File: src/rtl/dma_read_sched_if.sv
// ============================================================================
// Module   : dma_read_sched_if
// Brief    : Channel-side and engine-side signal bundle for dma_read_sched.
//            slave  = scheduler view, master = environment view.
// Revision : 1.0 - initial release
// ============================================================================
`default_nettype none

interface dma_read_sched_if #(
  parameter int NUM_CH = 2,
  parameter int CNT_W  = 16
);
  // Requester channels
  logic [NUM_CH-1:0]       ch_start;
  logic [NUM_CH*32-1:0]    ch_base_addr;
  logic [NUM_CH*32-1:0]    ch_stride;
  logic [NUM_CH*CNT_W-1:0] ch_count;
  logic [NUM_CH*26-1:0]    ch_length;
  logic [NUM_CH-1:0]       ch_busy;
  logic [NUM_CH-1:0]       ch_done;
  logic [NUM_CH-1:0]       ch_err;
  // DMA read engine
  logic                    dma_read_valid;
  logic [31:0]             dma_sa_config;
  logic [25:0]             dma_length_config;
  logic                    dma_idle;
  logic                    DMA_IRQ;

  modport slave (
    input  ch_start, ch_base_addr, ch_stride, ch_count, ch_length,
    input  dma_idle, DMA_IRQ,
    output ch_busy, ch_done, ch_err,
    output dma_read_valid, dma_sa_config, dma_length_config
  );

  modport master (
    output ch_start, ch_base_addr, ch_stride, ch_count, ch_length,
    output dma_idle, DMA_IRQ,
    input  ch_busy, ch_done, ch_err,
    input  dma_read_valid, dma_sa_config, dma_length_config
  );
endinterface

`default_nettype wire

File: src/rtl/dma_read_sched.sv
// ============================================================================
// Module   : dma_read_sched
// Brief    : Multi-channel strided read-job sequencer. Splits each job into
//            single transfers and round-robins the one DMA read engine
//            between channels, one transfer per grant.
//            Optional macro DMA_SCHED_TIMEOUT_EN adds a WAIT watchdog that
//            aborts the granted job after TIMEOUT_CYC cycles without IRQ.
// Revision : 1.0 - initial release
// ============================================================================
`default_nettype none

module dma_read_sched #(
  parameter int NUM_CH      = 2,
  parameter int CNT_W       = 16,
  parameter int TIMEOUT_CYC = 4096
) (
  input  logic           CLK,
  input  logic           RST,
  dma_read_sched_if.slave bus
);

  localparam int c_IDX_W = (NUM_CH > 1) ? $clog2(NUM_CH) : 1;

  typedef enum logic [1:0] {
    S_IDLE  = 2'd0,
    S_ISSUE = 2'd1,
    S_WAIT  = 2'd2
  } state_t;

  state_t               state_q;
  logic [c_IDX_W-1:0]   ptr_q;
  logic [c_IDX_W-1:0]   gnt_q;
  logic [NUM_CH-1:0]    busy_q;
  logic [NUM_CH-1:0]    done_q;
  logic                 valid_q;
  logic [31:0]          sa_q;
  logic [25:0]          len_out_q;

  // Per-channel job context
  logic [31:0]          addr_q   [NUM_CH];
  logic [31:0]          stride_q [NUM_CH];
  logic [25:0]          len_q    [NUM_CH];
  logic [CNT_W-1:0]     rem_q    [NUM_CH];

  logic [c_IDX_W-1:0]   gnt_d;
  logic                 gnt_vld_d;
  logic [c_IDX_W-1:0]   ptr_inc_d;

`ifdef DMA_SCHED_TIMEOUT_EN
  localparam int                c_WD_W    = $clog2(TIMEOUT_CYC + 1);
  localparam logic [c_WD_W-1:0] c_WD_LAST = c_WD_W'(TIMEOUT_CYC - 1);
  logic [c_WD_W-1:0]    wdog_q;
  logic [NUM_CH-1:0]    err_q;
  assign bus.ch_err = err_q;
`else
  logic w_unused_timeout;
  assign w_unused_timeout = |TIMEOUT_CYC;
  assign bus.ch_err       = '0;
`endif

  assign bus.ch_busy           = busy_q;
  assign bus.ch_done           = done_q;
  assign bus.dma_read_valid    = valid_q;
  assign bus.dma_sa_config     = sa_q;
  assign bus.dma_length_config = len_out_q;

  // Pointer follows the last granted channel, wrapping for any NUM_CH.
  assign ptr_inc_d = (gnt_q == c_IDX_W'(NUM_CH - 1)) ? '0 : gnt_q + c_IDX_W'(1);

  // Round-robin pick: lowest busy channel at/after the pointer, else lowest
  // busy channel below it. Arbitration only runs in IDLE, where nothing is
  // in flight, so busy alone means pending.
  always_comb begin
    gnt_vld_d = 1'b0;
    gnt_d     = '0;
    for (int i = NUM_CH - 1; i >= 0; i--) begin
      if (busy_q[i] && (i < int'(ptr_q))) begin
        gnt_vld_d = 1'b1;
        gnt_d     = c_IDX_W'(i);
      end
    end
    for (int i = NUM_CH - 1; i >= 0; i--) begin
      if (busy_q[i] && (i >= int'(ptr_q))) begin
        gnt_vld_d = 1'b1;
        gnt_d     = c_IDX_W'(i);
      end
    end
  end

  // Job acceptance, transfer sequencing FSM and completion bookkeeping.
  always_ff @(posedge CLK) begin
    if (!RST) begin
      state_q   <= S_IDLE;
      ptr_q     <= '0;
      gnt_q     <= '0;
      busy_q    <= '0;
      done_q    <= '0;
      valid_q   <= 1'b0;
      sa_q      <= '0;
      len_out_q <= '0;
      for (int i = 0; i < NUM_CH; i++) begin
        addr_q[i]   <= '0;
        stride_q[i] <= '0;
        len_q[i]    <= '0;
        rem_q[i]    <= '0;
      end
`ifdef DMA_SCHED_TIMEOUT_EN
      wdog_q <= '0;
      err_q  <= '0;
`endif
    end else begin
      valid_q <= 1'b0;
      done_q  <= '0;
`ifdef DMA_SCHED_TIMEOUT_EN
      err_q   <= '0;
`endif
      // A start is only honoured on an idle channel; a zero-count job
      // completes immediately without ever becoming busy.
      for (int i = 0; i < NUM_CH; i++) begin
        if (bus.ch_start[i] && !busy_q[i]) begin
          addr_q[i]   <= bus.ch_base_addr[i*32 +: 32];
          stride_q[i] <= bus.ch_stride[i*32 +: 32];
          len_q[i]    <= bus.ch_length[i*26 +: 26];
          rem_q[i]    <= bus.ch_count[i*CNT_W +: CNT_W];
          if (bus.ch_count[i*CNT_W +: CNT_W] == '0) begin
            done_q[i] <= 1'b1;
          end else begin
            busy_q[i] <= 1'b1;
          end
        end
      end

      case (state_q)
        S_IDLE: begin
          if (bus.dma_idle && gnt_vld_d) begin
            gnt_q     <= gnt_d;
            sa_q      <= addr_q[gnt_d];
            len_out_q <= len_q[gnt_d];
            valid_q   <= 1'b1;
            state_q   <= S_ISSUE;
          end
        end
        S_ISSUE: begin
          state_q <= S_WAIT;
`ifdef DMA_SCHED_TIMEOUT_EN
          wdog_q  <= '0;
`endif
        end
        S_WAIT: begin
          if (bus.DMA_IRQ) begin
            addr_q[gnt_q] <= addr_q[gnt_q] + stride_q[gnt_q];
            rem_q[gnt_q]  <= rem_q[gnt_q] - CNT_W'(1);
            if (rem_q[gnt_q] == CNT_W'(1)) begin
              busy_q[gnt_q] <= 1'b0;
              done_q[gnt_q] <= 1'b1;
            end
            ptr_q   <= ptr_inc_d;
            state_q <= S_IDLE;
          end
`ifdef DMA_SCHED_TIMEOUT_EN
          else if (wdog_q == c_WD_LAST) begin
            busy_q[gnt_q] <= 1'b0;
            done_q[gnt_q] <= 1'b1;
            err_q[gnt_q]  <= 1'b1;
            ptr_q         <= ptr_inc_d;
            state_q       <= S_IDLE;
          end else begin
            wdog_q <= wdog_q + c_WD_W'(1);
          end
`endif
        end
        default: state_q <= S_IDLE;
      endcase
    end
  end

endmodule

`default_nettype wire

File: src/flat_wrapper.sv
// flat-port wrapper written by rule: the top's interface ports become plain ports
module dma_read_sched_flat 
#(
  parameter int NUM_CH      = 2,
  parameter int CNT_W       = 16,
  parameter int TIMEOUT_CYC = 4096
)
  (CLK, RST, bus_ch_start, bus_ch_base_addr, bus_ch_stride, bus_ch_count, bus_ch_length, bus_dma_idle, bus_DMA_IRQ, bus_ch_busy, bus_ch_done, bus_ch_err, bus_dma_read_valid, bus_dma_sa_config, bus_dma_length_config);
  dma_read_sched_if #(.NUM_CH(NUM_CH), .CNT_W(CNT_W)) bus_i ();
  input  logic CLK;
  input  logic RST;
  input wire logic [$bits(bus_i.ch_start)-1:0] bus_ch_start;
  input wire logic [$bits(bus_i.ch_base_addr)-1:0] bus_ch_base_addr;
  input wire logic [$bits(bus_i.ch_stride)-1:0] bus_ch_stride;
  input wire logic [$bits(bus_i.ch_count)-1:0] bus_ch_count;
  input wire logic [$bits(bus_i.ch_length)-1:0] bus_ch_length;
  input wire logic [$bits(bus_i.dma_idle)-1:0] bus_dma_idle;
  input wire logic [$bits(bus_i.DMA_IRQ)-1:0] bus_DMA_IRQ;
  output wire logic [$bits(bus_i.ch_busy)-1:0] bus_ch_busy;
  output wire logic [$bits(bus_i.ch_done)-1:0] bus_ch_done;
  output wire logic [$bits(bus_i.ch_err)-1:0] bus_ch_err;
  output wire logic [$bits(bus_i.dma_read_valid)-1:0] bus_dma_read_valid;
  output wire logic [$bits(bus_i.dma_sa_config)-1:0] bus_dma_sa_config;
  output wire logic [$bits(bus_i.dma_length_config)-1:0] bus_dma_length_config;
  assign bus_i.ch_start = bus_ch_start;
  assign bus_i.ch_base_addr = bus_ch_base_addr;
  assign bus_i.ch_stride = bus_ch_stride;
  assign bus_i.ch_count = bus_ch_count;
  assign bus_i.ch_length = bus_ch_length;
  assign bus_i.dma_idle = bus_dma_idle;
  assign bus_i.DMA_IRQ = bus_DMA_IRQ;
  assign bus_ch_busy = bus_i.ch_busy;
  assign bus_ch_done = bus_i.ch_done;
  assign bus_ch_err = bus_i.ch_err;
  assign bus_dma_read_valid = bus_i.dma_read_valid;
  assign bus_dma_sa_config = bus_i.dma_sa_config;
  assign bus_dma_length_config = bus_i.dma_length_config;
  dma_read_sched #(.NUM_CH(NUM_CH), .CNT_W(CNT_W), .TIMEOUT_CYC(TIMEOUT_CYC)) u_core (.CLK(CLK), .RST(RST), .bus(bus_i));
endmodule
File: config.mk
export PLATFORM = sky130hd
export DESIGN_NAME = dma_read_sched_flat
export DESIGN_NICKNAME = d
export VERILOG_FILES = /design/src/rtl/dma_read_sched_if.sv /design/src/rtl/dma_read_sched.sv /design/src/flat_wrapper.sv
export SDC_FILE = /design/constraint.sdc
export NUM_CORES = 1
export LEC_CHECK = 0
export BUFFER_PORTS_ARGS = -buffer_cell sky130_fd_sc_hd__buf_2
export CAP_MARGIN = 10
export CORE_MARGIN = 3
export CORE_UTILIZATION = 56
export CTS_CLUSTER_SIZE = 40
export DETAILED_ROUTE_END_ITERATION = 8
export GPL_TIMING_DRIVEN = 1
export PLACE_DENSITY = 0.89
export SETUP_SLACK_MARGIN = 0.15
export SLEW_MARGIN = 20
export SYNTH_ARGS = -nofsm -noshare
export SYNTH_HDL_FRONTEND = slang
export SYNTH_SLANG_ARGS = --single-unit
File: constraint.sdc
create_clock -name CLK -period 5 [get_ports CLK]
set_clock_uncertainty 0.2 [all_clocks]
set_input_delay 0.75 -clock CLK [delete_from_list [all_inputs] [get_ports CLK]]
set_output_delay 0.75 -clock CLK [all_outputs]
set_load 0.01 [all_outputs]
# Word level (Yosys, flattened, before mapping)
# Memories as Yosys holds them, arrays and structs flattened. A register that Yosys moved wholly into a read port is not among the register bits.
# Index checks and enable logic that the tools add are counted.
[op_classes]
shift = 0
n_lt_le_gt_ge = 4
n_eq_ne = 5
mul = 0
n_div = 0
n_addsub = 3
n_reduce_logical = 17
mux = 55
n_bitwise = 11
[ops]
columns = ["op", "n"]
rows = [
  ["$mux 32", 4],
  ["$mux 26", 2],
  ["$mux 1", 37],
  ["$add 32x32->32", 1],
  ["$logic_not 16->1", 2],
  ["$mux 16", 2],
  ["$eq 16x1->1 const B", 1],
  ["$mux 2", 8],
  ["$sub 16x1->16 const B", 1],
  ["$or 1x1->1", 8],
  ["$reduce_and 2->1", 4],
  ["$logic_and 1x1->1", 6],
  ["$pmux 2 s3", 1],
  ["$logic_not 1->1", 4],
  ["$and 2x2->2", 1],
  ["$eq 2x1->1 const B", 1],
  ["$eq 2x2->1 const B", 1],
  ["$logic_not 2->1", 1],
  ["$lt 1x2->1 const B", 1],
  ["$ne 2x1->1 const B", 1],
  ["$ne 2x2->1 const B", 1],
  ["$not 2->2", 1],
  ["$or 2x2->2", 1],
  ["$add 1x1->1 const B", 1],
  ["other kinds (4)", 4],
]
[word_totals]
memories = 4
wordCells = 105
output_inout_bits = 65
latchBits = 0
ramBits = 212
inputBits = 218
rom_bits = 0
reg_bits = 9
[mem_list]
columns = ["memory", "words", "word_bits", "read_ports", "rd_ports_with_merged_regs", "wr", "line", "source"]
rows = [
  ["u_core.addr_q", 2, 32, 2, 2, 3, "dma_read_sched.sv:40", "logic [31:0] addr_q [NUM_CH];"],
  ["u_core.stride_q", 2, 32, 1, 1, 2, "dma_read_sched.sv:41", "logic [31:0] stride_q [NUM_CH];"],
  ["u_core.len_q", 2, 26, 1, 1, 2, "dma_read_sched.sv:42", "logic [25:0] len_q [NUM_CH];"],
  ["u_core.rem_q", 2, 16, 1, 1, 3, "dma_read_sched.sv:43", "logic [CNT_W-1:0] rem_q [NUM_CH];"],
]

# Depth between registers and ports, before layout
# Gate-level depths: netlist of the first run.
[depth]
word_depth = 9
depth_mapped = 14
depth_no_buf = 10

# Worst setup path before layout of the first run
# OpenSTA, ideal clock, no wires.
[synth_path]
path_kind = "flip-flop to flip-flop"
startpoint = "register (tool-made name)"
endpoint = "memory u_core.addr_q[1][28] (data pin)"
setup_ns = 0.261
n_path_buf = 4
required_ns = 4.539
path_slack_ns = 0.843
path_stages_with_launch = 14
arrival_ns = 3.696
synth_period_minus_slack_ns = 4.157
path_cell_list = "dfxtp_1 buf_2 buf_2 clkbuf_1 buf_2 mux2_2 fa_1 a21o_1 a311o_1 nand2_1 a21boi_1 or3_4 mux2i_1 a221o_1"
[synth_rtl]
columns = ["element", "line"]
rows = [
  ["to (decl)", "dma_read_sched.sv:40"],
]

==> flow_summary_export.csv, run 1 <==
group,metric,value,unit
yosys,ys_seq_elements,280,
sta,post-route-period-util,84.1,%
worst_setup_path,cp-end-kind,"register",
worst_setup_path,critPathRequiredTime,5.09,ns
yosys,synth_xor_area_share,2.55,%
cts,cts.clk_slew.worst_paths,0.06,ns
power,pwr-share-comb,18.6,%
worst_setup_path,critPathArrivalTime,4.30,ns
drt,via_per_inst,6.24,
yosys,synthAdderAreaFrac,3.00,%
yosys,postSynthCellCount,1225,
sta,fin_hold_ws,0.291,ns
floorplan,dieHeight,167,microns
min_path,hold_path.startpoint,"u_core.bus.dma_sa_config[28]$_SDFFE_PN0P_",
worst_setup_path,setup.worst_path.class,"register to register",
power,p_seq_share,46.0,%
cells_and_area,finalInstanceArea,17000,sq um
yosys,yosys_warnings,0,
yosys,synthArstFlopShare,0,%
yosys,synthMuxAreaShare,10.3,%
drt,vias,11300,
sta,slew_viol_final,0,
drt,drt-total-wl,39400,microns
cells_and_area,multi_input_area,6320,sq um
cts,ctsResizeCount,0,
drt,dr.first_iter.drc_count,1451,
yosys,ys_seq_area_share,53.5,%
sta,hold_violations,0,
yosys,synth_top_family_by_area,"compound AO/OA/AOI/OAI gates",
power,p_sw,1.67,mW
drt,drc,0,
sta,finalSetupViolations,0,
cts,clk_latency,0.55,ns
sta,min_period,4.20,ns
min_path,hold_depth,1,
run_status,status,"finished clean",
cts,cts_sinks,280,
cells_and_area,synthToLayoutAreaGrowth,17.9,%
sta,worstMarginPinSlew,1.09,ns
worst_setup_path,rr_worst_depth,10,
worst_setup_path,r2r_end,"u_core.addr_q[0][30]$_DFFE_PP_",
sta,slew_headroom,27.1,%
global_routing,overflow,0,
global_routing,grt_pass1_vias,11100,
place,portBuffers,280,
floorplan,die_x,167,microns
cells_and_area,seq_area,7730,sq um
drt,drt_pre_antenna_iters,6,
global_routing,antenna_found_initial,5,
power,power_density,361,nW/um^2
cts,clk_root_buffer_cell,"clkbuf_16",
cts,cts_hold_buf,0,
cts,cts-buffers-inserted,30,
global_routing,grt_usage,26.8,%
yosys,synthSimpleGateAreaFrac,12.6,%
min_path,hold_class,"register to register",
yosys,synth_top_flop_cell,"edfxtp_1",
worst_setup_path,startpoint_type,"register",
yosys,synth_compound_area_share,15.0,%
floorplan,rows,58,
sta,final.setup.tns,0,ns
drt,ant_nets,0,
power,power.clock.fraction,35.4,%
cells_and_area,drive_gt1_share,28.6,%
cts,cts_tree,"yes",
sta,fmax,238,MHz
power,sw_frac_of_total,27.2,%
place,placed_cell_area,16000,sq um
place,routabilityCongestion,0.958,
yosys,avgSynthCellArea,11.8,sq um
floorplan,die-area,27700,sq um
sta,rsz0062_at_grt,"no",
worst_setup_path,rrSetupSlack,0.80,ns
floorplan,core,25300,sq um
global_routing,grt_max_degree,128,
drt,post_drt_wl_per_cell,21.7,microns
place,post-dp-hpwl,27300,microns
floorplan,ios,283,
min_path,min_to,"u_core.bus.dma_sa_config[28]$_SDFFE_PN0P_",
global_routing,grt_pass1_wl,60000,microns
job,maxCapViolCount,0,
power,leakagePower,8.20,nW
power,max-vdd-ir-drop,262,uV
yosys,synth-edff-count,212,
cells_and_area,fillers,1854,
cells_and_area,num-nets-final,1712,
yosys,synth_cell_type_count,64,
floorplan,initial_core_util,57.2,%
cts,cts_max_level,1,
cts,post_cts_buffers,0,
yosys,netlist_area,14400,sq um
worst_setup_path,path_max_fanout,42,
power,power.internal,4.47,mW
cts,clockBufferDepth,3,
## cells in the mapped netlist, drive strengths merged (3+ instances only)
master  number  area (sq um)
edfxtp     212          6370
and3       120           751
nand2      111           417
a22o        78           683
mux2i       77           771
clkbuf      68           256
dfxtp       68          1360
mux2        63           709
o211a       58           581
a21oi       41           209
o21ai       36           180
nor2        34           128
ha          33           413
xnor2       29           254
buf         27           139
nor3        15          80.1
xor2        13           114
a21o        12          90.1
nand3       12          60.1
nor4        12          75.1
inv         11          41.3
and2        10          62.6
nand4       10          62.6
o21bai       7          52.6
nor3b        6          45.0
o21a         5          37.5
a221o        4          40.0
a22oi        4          30.0
a31oi        4          31.3
nand2b       4          25.0
nor2b        4          25.0
o211ai       4          30.0
o22a         4          35.0
o31ai        3          36.3
## flip-flops by register name, indices dropped and copies added, names as in the netlist, named ones only
| signal | count |
|---|---|
| u_core.bus.dma_length_config | 26 |
| u_core.bus.ch_done | 2 |
| u_core.bus.dma_sa_config | 32 |
| u_core.gnt_q | 1 |
| u_core.bus.ch_busy | 2 |
| u_core.addr_q | 64 |
| u_core.state_q | 2 |
| u_core.len_q | 52 |
| u_core.bus.dma_read_valid | 1 |
| u_core.stride_q | 64 |
| u_core.rem_q | 32 |
| u_core.ptr_q | 1 |
## cell type report
type / instances / share of cell area, %
diodes: 4 / 0.0588
clock inverters: 12 / 0.699
well taps: 330 / 2.43
repair buffers: 297 / 9.00
inverters: 11 / 0.243
multi-input cells: 840 / 37.2
flip-flops and latches: 280 / 45.4
clock buffers: 44 / 4.96
## power by group through the flow
stage | Clock (mW) | Combinational, mW | Sequential (mW)
6_report | 2.17 | 1.14 | 2.82
5_1_grt | 2.27 | 1.24 | 2.84
4_1_cts | 2.19 | 1.13 | 2.82
3_5_place_dp | 0 | 1.12 | 2.87
3_3_place_gp | 0 | 1.08 | 2.85
2_1_floorplan | 0 | 0.751 | 2.86
## kinds of logic (layout without fill, tap and decap cells)
logic type                 Yosys count  after routing
adders and majority gates           34             34
and+or+nand+nor                    349            349
other                                1              6
AOI/OAI and AO/OA                  273            273
buffers and inverters              106            364
muxes                              140            140
xor gates and xnor gates            42             42
DFF                                280            280
## routing by layer
metal  up-vias  global-route usage (%)  part of all wire [%]
met5         -                       0                 0.033
met4         2                    9.51                   3.0
met3       105                    4.72                   8.6
met2       637                    44.7                    49
met1      5441                    35.5                    40
li1       5156                       -                     -
## cells in the final DEF (no fill, tap or decap), types with 33 or more instances in the layout
cell and n:
nand2_1 108, ha_1 33, buf_2 279, o211a_1 58
a21oi_1 39, mux2i_1 77, and3_1 119, mux2_2 63
a22o_1 78, nor2_1 33, dfxtp_1 67, o21ai_0 35
edfxtp_1 212
## worst max-delay path: stages (launching register included)
cell and delay, ns:
dfxtp_4 0.71, buf_4 0.43, mux2_2 0.39, ha_1 0.45
and4_1 0.29, and3_1 0.20, nand3_1 0.10, o31ai_1 0.51
a22oi_1 0.23, xnor2_1 0.18, a22o_1 0.21
## worst max path at each step
| stage | startpoint | end | slack [ns] | cells past startpoint |
|---|---|---|---|---|
| 2_1_floorplan | register | u_core.addr_q[1][28]$_DFFE_PP_ | 0.84 | 13 |
| 4_1_cts | register | u_core.addr_q[0][28]$_DFFE_PP_ | 0.90 | 10 |
| 6_report | register | u_core.addr_q[0][30]$_DFFE_PP_ | 0.80 | 10 |
| 5_1_grt | register | u_core.addr_q[0][28]$_DFFE_PP_ | 0.62 | 10 |
| 3_5_place_dp | register | u_core.addr_q[0][30]$_DFFE_PP_ | 0.94 | 10 |
| 3_3_place_gp | register | u_core.addr_q[1][28]$_DFFE_PP_ | 1.02 | 10 |
## stage by stage
step	cells	total power [mW]	worst slack, ns	util (%)
final	1818	6.14	0.795	67.4
after global routing	1817	6.35	0.621	67.4
after CTS	1814	6.14	0.895	67.3
after detailed placement	1758	3.98	0.943	63.5
after global placement	1758	3.94	1.02	63.5
after floorplan	1226	3.61	0.843	-
(Power assumes the default switching activity.)
==> run 2: changes to the inputs <==
CORE_UTILIZATION = 51   (was 56)
PLACE_DENSITY = 0.86   (was 0.89)
clock period = 3.4 ns   (was 5 ns; I/O delays follow)
==> run 2 against run 1 <==
Utilization grew 0.15 points. Die area is 9.4% higher. Combinational power grew 86%. Sequential power is 47% higher. Hold slack got worse by 0.25 ns. Cell area up 8.7%. Via count up 4.0%. Non-clock buffer count up 59. Sequential share of layout area shrank 3.7 points. Cell count grew 5.6%. Flip-flop and latch count stayed put. Largest cell class unchanged.
==> flow_summary_export.csv, run 2 (synthesis gave the netlist of run 1 again) <==
group,metric,value,unit
run_status,status,"finished clean",
place,post-dp-hpwl,28600,microns
floorplan,die-area,30400,sq um
sta,post-route-period-util,98.3,%
job,maxCapViolCount,0,
drt,drc,0,
drt,vias,11800,
global_routing,grt_max_degree,120,
place,portBuffers,280,
drt,via_per_inst,6.15,
drt,ant_nets,0,
sta,finalSetupViolations,0,
sta,min_period,3.34,ns
cells_and_area,layout_commonest_cell,"buf_2",
worst_setup_path,critPathRequiredTime,3.51,ns
power,p_seq_share,42.5,%
cells_and_area,synthToLayoutAreaGrowth,28.2,%
power,max-vdd-ir-drop,357,uV
worst_setup_path,setup.worst_path.class,"register to register",
floorplan,dieHeight,174,microns
cells_and_area,num-nets-final,1771,
place,place_ws,-0.0254,ns
floorplan,ios,283,
global_routing,overflow,0,
power,power_density,529,nW/um^2
cts,cts_tree,"yes",
worst_setup_path,path_max_fanout,8,
min_path,hold_class,"input pin to register",
worst_setup_path,max_stage_delay,0.42,ns
floorplan,die_x,174,microns
power,leakagePower,8.75,nW
floorplan,initial_core_util,52.7,%
worst_setup_path,startpoint_type,"register",
power,power.internal,7.06,mW
drt,dr.first_iter.drc_count,1210,
cells_and_area,top_regs,"u_core.addr_q x64, u_core.stride_q x64, u_core.len_q x52",
power,sw_frac_of_total,27.8,%
power,p_sw,2.72,mW
drt,post_drt_wl_per_cell,22.6,microns
global_routing,antenna_found_initial,4,
drt,drt_pre_antenna_iters,6,
cts,cts_max_level,1,
sta,fmax,299,MHz
cts,cts.clk_slew.worst_paths,0.06,ns
worst_setup_path,crit_family,"compound AO/OA/AOI/OAI gates",
floorplan,core,27400,sq um
place,routabilityCongestion,0.935,
cts,clk_latency,0.56,ns
cts,cts_hold_buf,0,
drt,drt-total-wl,43400,microns
floorplan,rows,60,
power,power.clock.fraction,35.8,%
sta,fin_hold_ws,0.0386,ns
global_routing,grt_usage,26.5,%
sta,slew_viol_final,0,
worst_setup_path,cpMaxStageDelayCell,"or3_4",
cells_and_area,drive_gt1_share,37.1,%
sta,hold_violations,0,
cts,cts_sinks,280,
worst_setup_path,cp_num_buf_inv,4,
cts,clk_root_buffer_cell,"clkbuf_16",
cells_and_area,final_cell_mix,"buf_2 (279), edfxtp_1 (212), and3_1 (118)",
global_routing,grt_pass1_vias,11700,
worst_setup_path,worstPathCellList,"buf_12 > buf_4 > buf_16 > mux2_4 > ha_4 > a21oi_4 > o21ai_1 > a21o_1 > nor3b_1 > or3_4 > buf_12 > xor2_4 > a22o_1",
power,power,9.78,mW
sta,slew_headroom,35.1,%
sta,worstMarginPinSlew,0.974,ns
worst_setup_path,critPathArrivalTime,3.46,ns
worst_setup_path,cp-end-kind,"register",
min_path,hold_path.startpoint,"bus_ch_base_addr[3]",
worst_setup_path,critPathMostFrequentCell,"buf_12",
sta,layout_setup_ws,0.0567,ns
cts,cts-buffers-inserted,30,
global_routing,grt_pass1_wl,64200,microns
sta,rsz0062_at_grt,"yes",
cts,clockBufferDepth,3,
power,pwr-share-comb,21.7,%
==> run 2: layout make-up <==
| cell class | count | area (sq um) |
|---|---|---|
| Fill cell | 1942 | 8900 |
| Sequential cell | 280 | 7730 |
| Multi-Input combinational cell | 840 | 7050 |
| Timing Repair Buffer | 356 | 2140 |
| Clock buffer | 39 | 825 |
| Tap cell | 372 | 465 |
| Clock inverter | 17 | 238 |
| Inverter | 11 | 41.3 |
| Antenna cell | 5 | 12.5 |
==> run 2: power by group through the flow <==
stage / combinational [mW] / clock, mW / sequential (mW)
floorplan: 1.15 / 0 / 4.20
global placement: 1.74 / 0 / 4.20
detailed placement: 1.79 / 0 / 4.22
CTS: 1.90 / 3.53 / 4.15
global route: 2.26 / 3.67 / 4.18
finish: 2.12 / 3.50 / 4.15
==> run 2: final timing paths <==
check        slack (ns)  depth (start not counted)                                       end
max                0.06                         13            u_core.addr_q[0][26]$_DFFE_PP_
min                0.04                          2             u_core.addr_q[0][3]$_DFFE_PP_
max reg2reg        0.06                         13            u_core.addr_q[0][26]$_DFFE_PP_
min reg2reg        0.29                          1  u_core.bus.dma_sa_config[8]$_SDFFE_PN0P_
==> run 2: stage by stage <==
step	cell area [sq um]	utilization, %	TNS [ns]	instances
2_1_floorplan	14700	-	-0.447	1226
3_3_place_gp	16600	60.7	0	1838
3_5_place_dp	16600	60.7	-0.0422	1838
4_1_cts	18000	65.9	0	1908
5_1_grt	18500	67.5	0	1918
6_report	18500	67.5	0	1920
==> run 2: metal layers <==
layer	share of wire (%)	up-vias	GRT usage (%)
met2	48	668	44.0
met3	7.8	141	3.58
met4	3.9	2	9.52
li1	-	5278	-
met5	0.023	-	0
met1	40	5711	35.7
==> run 2: timing repair <==
item / CTS / global route
setup endpoints to repair: 28 / 38
hold endpoints to repair: 0 / 0
setup buffers: 13 / 7
gates resized for setup: 49 / 67
gates cloned: 1 / 0
pin swaps: 16 / 25
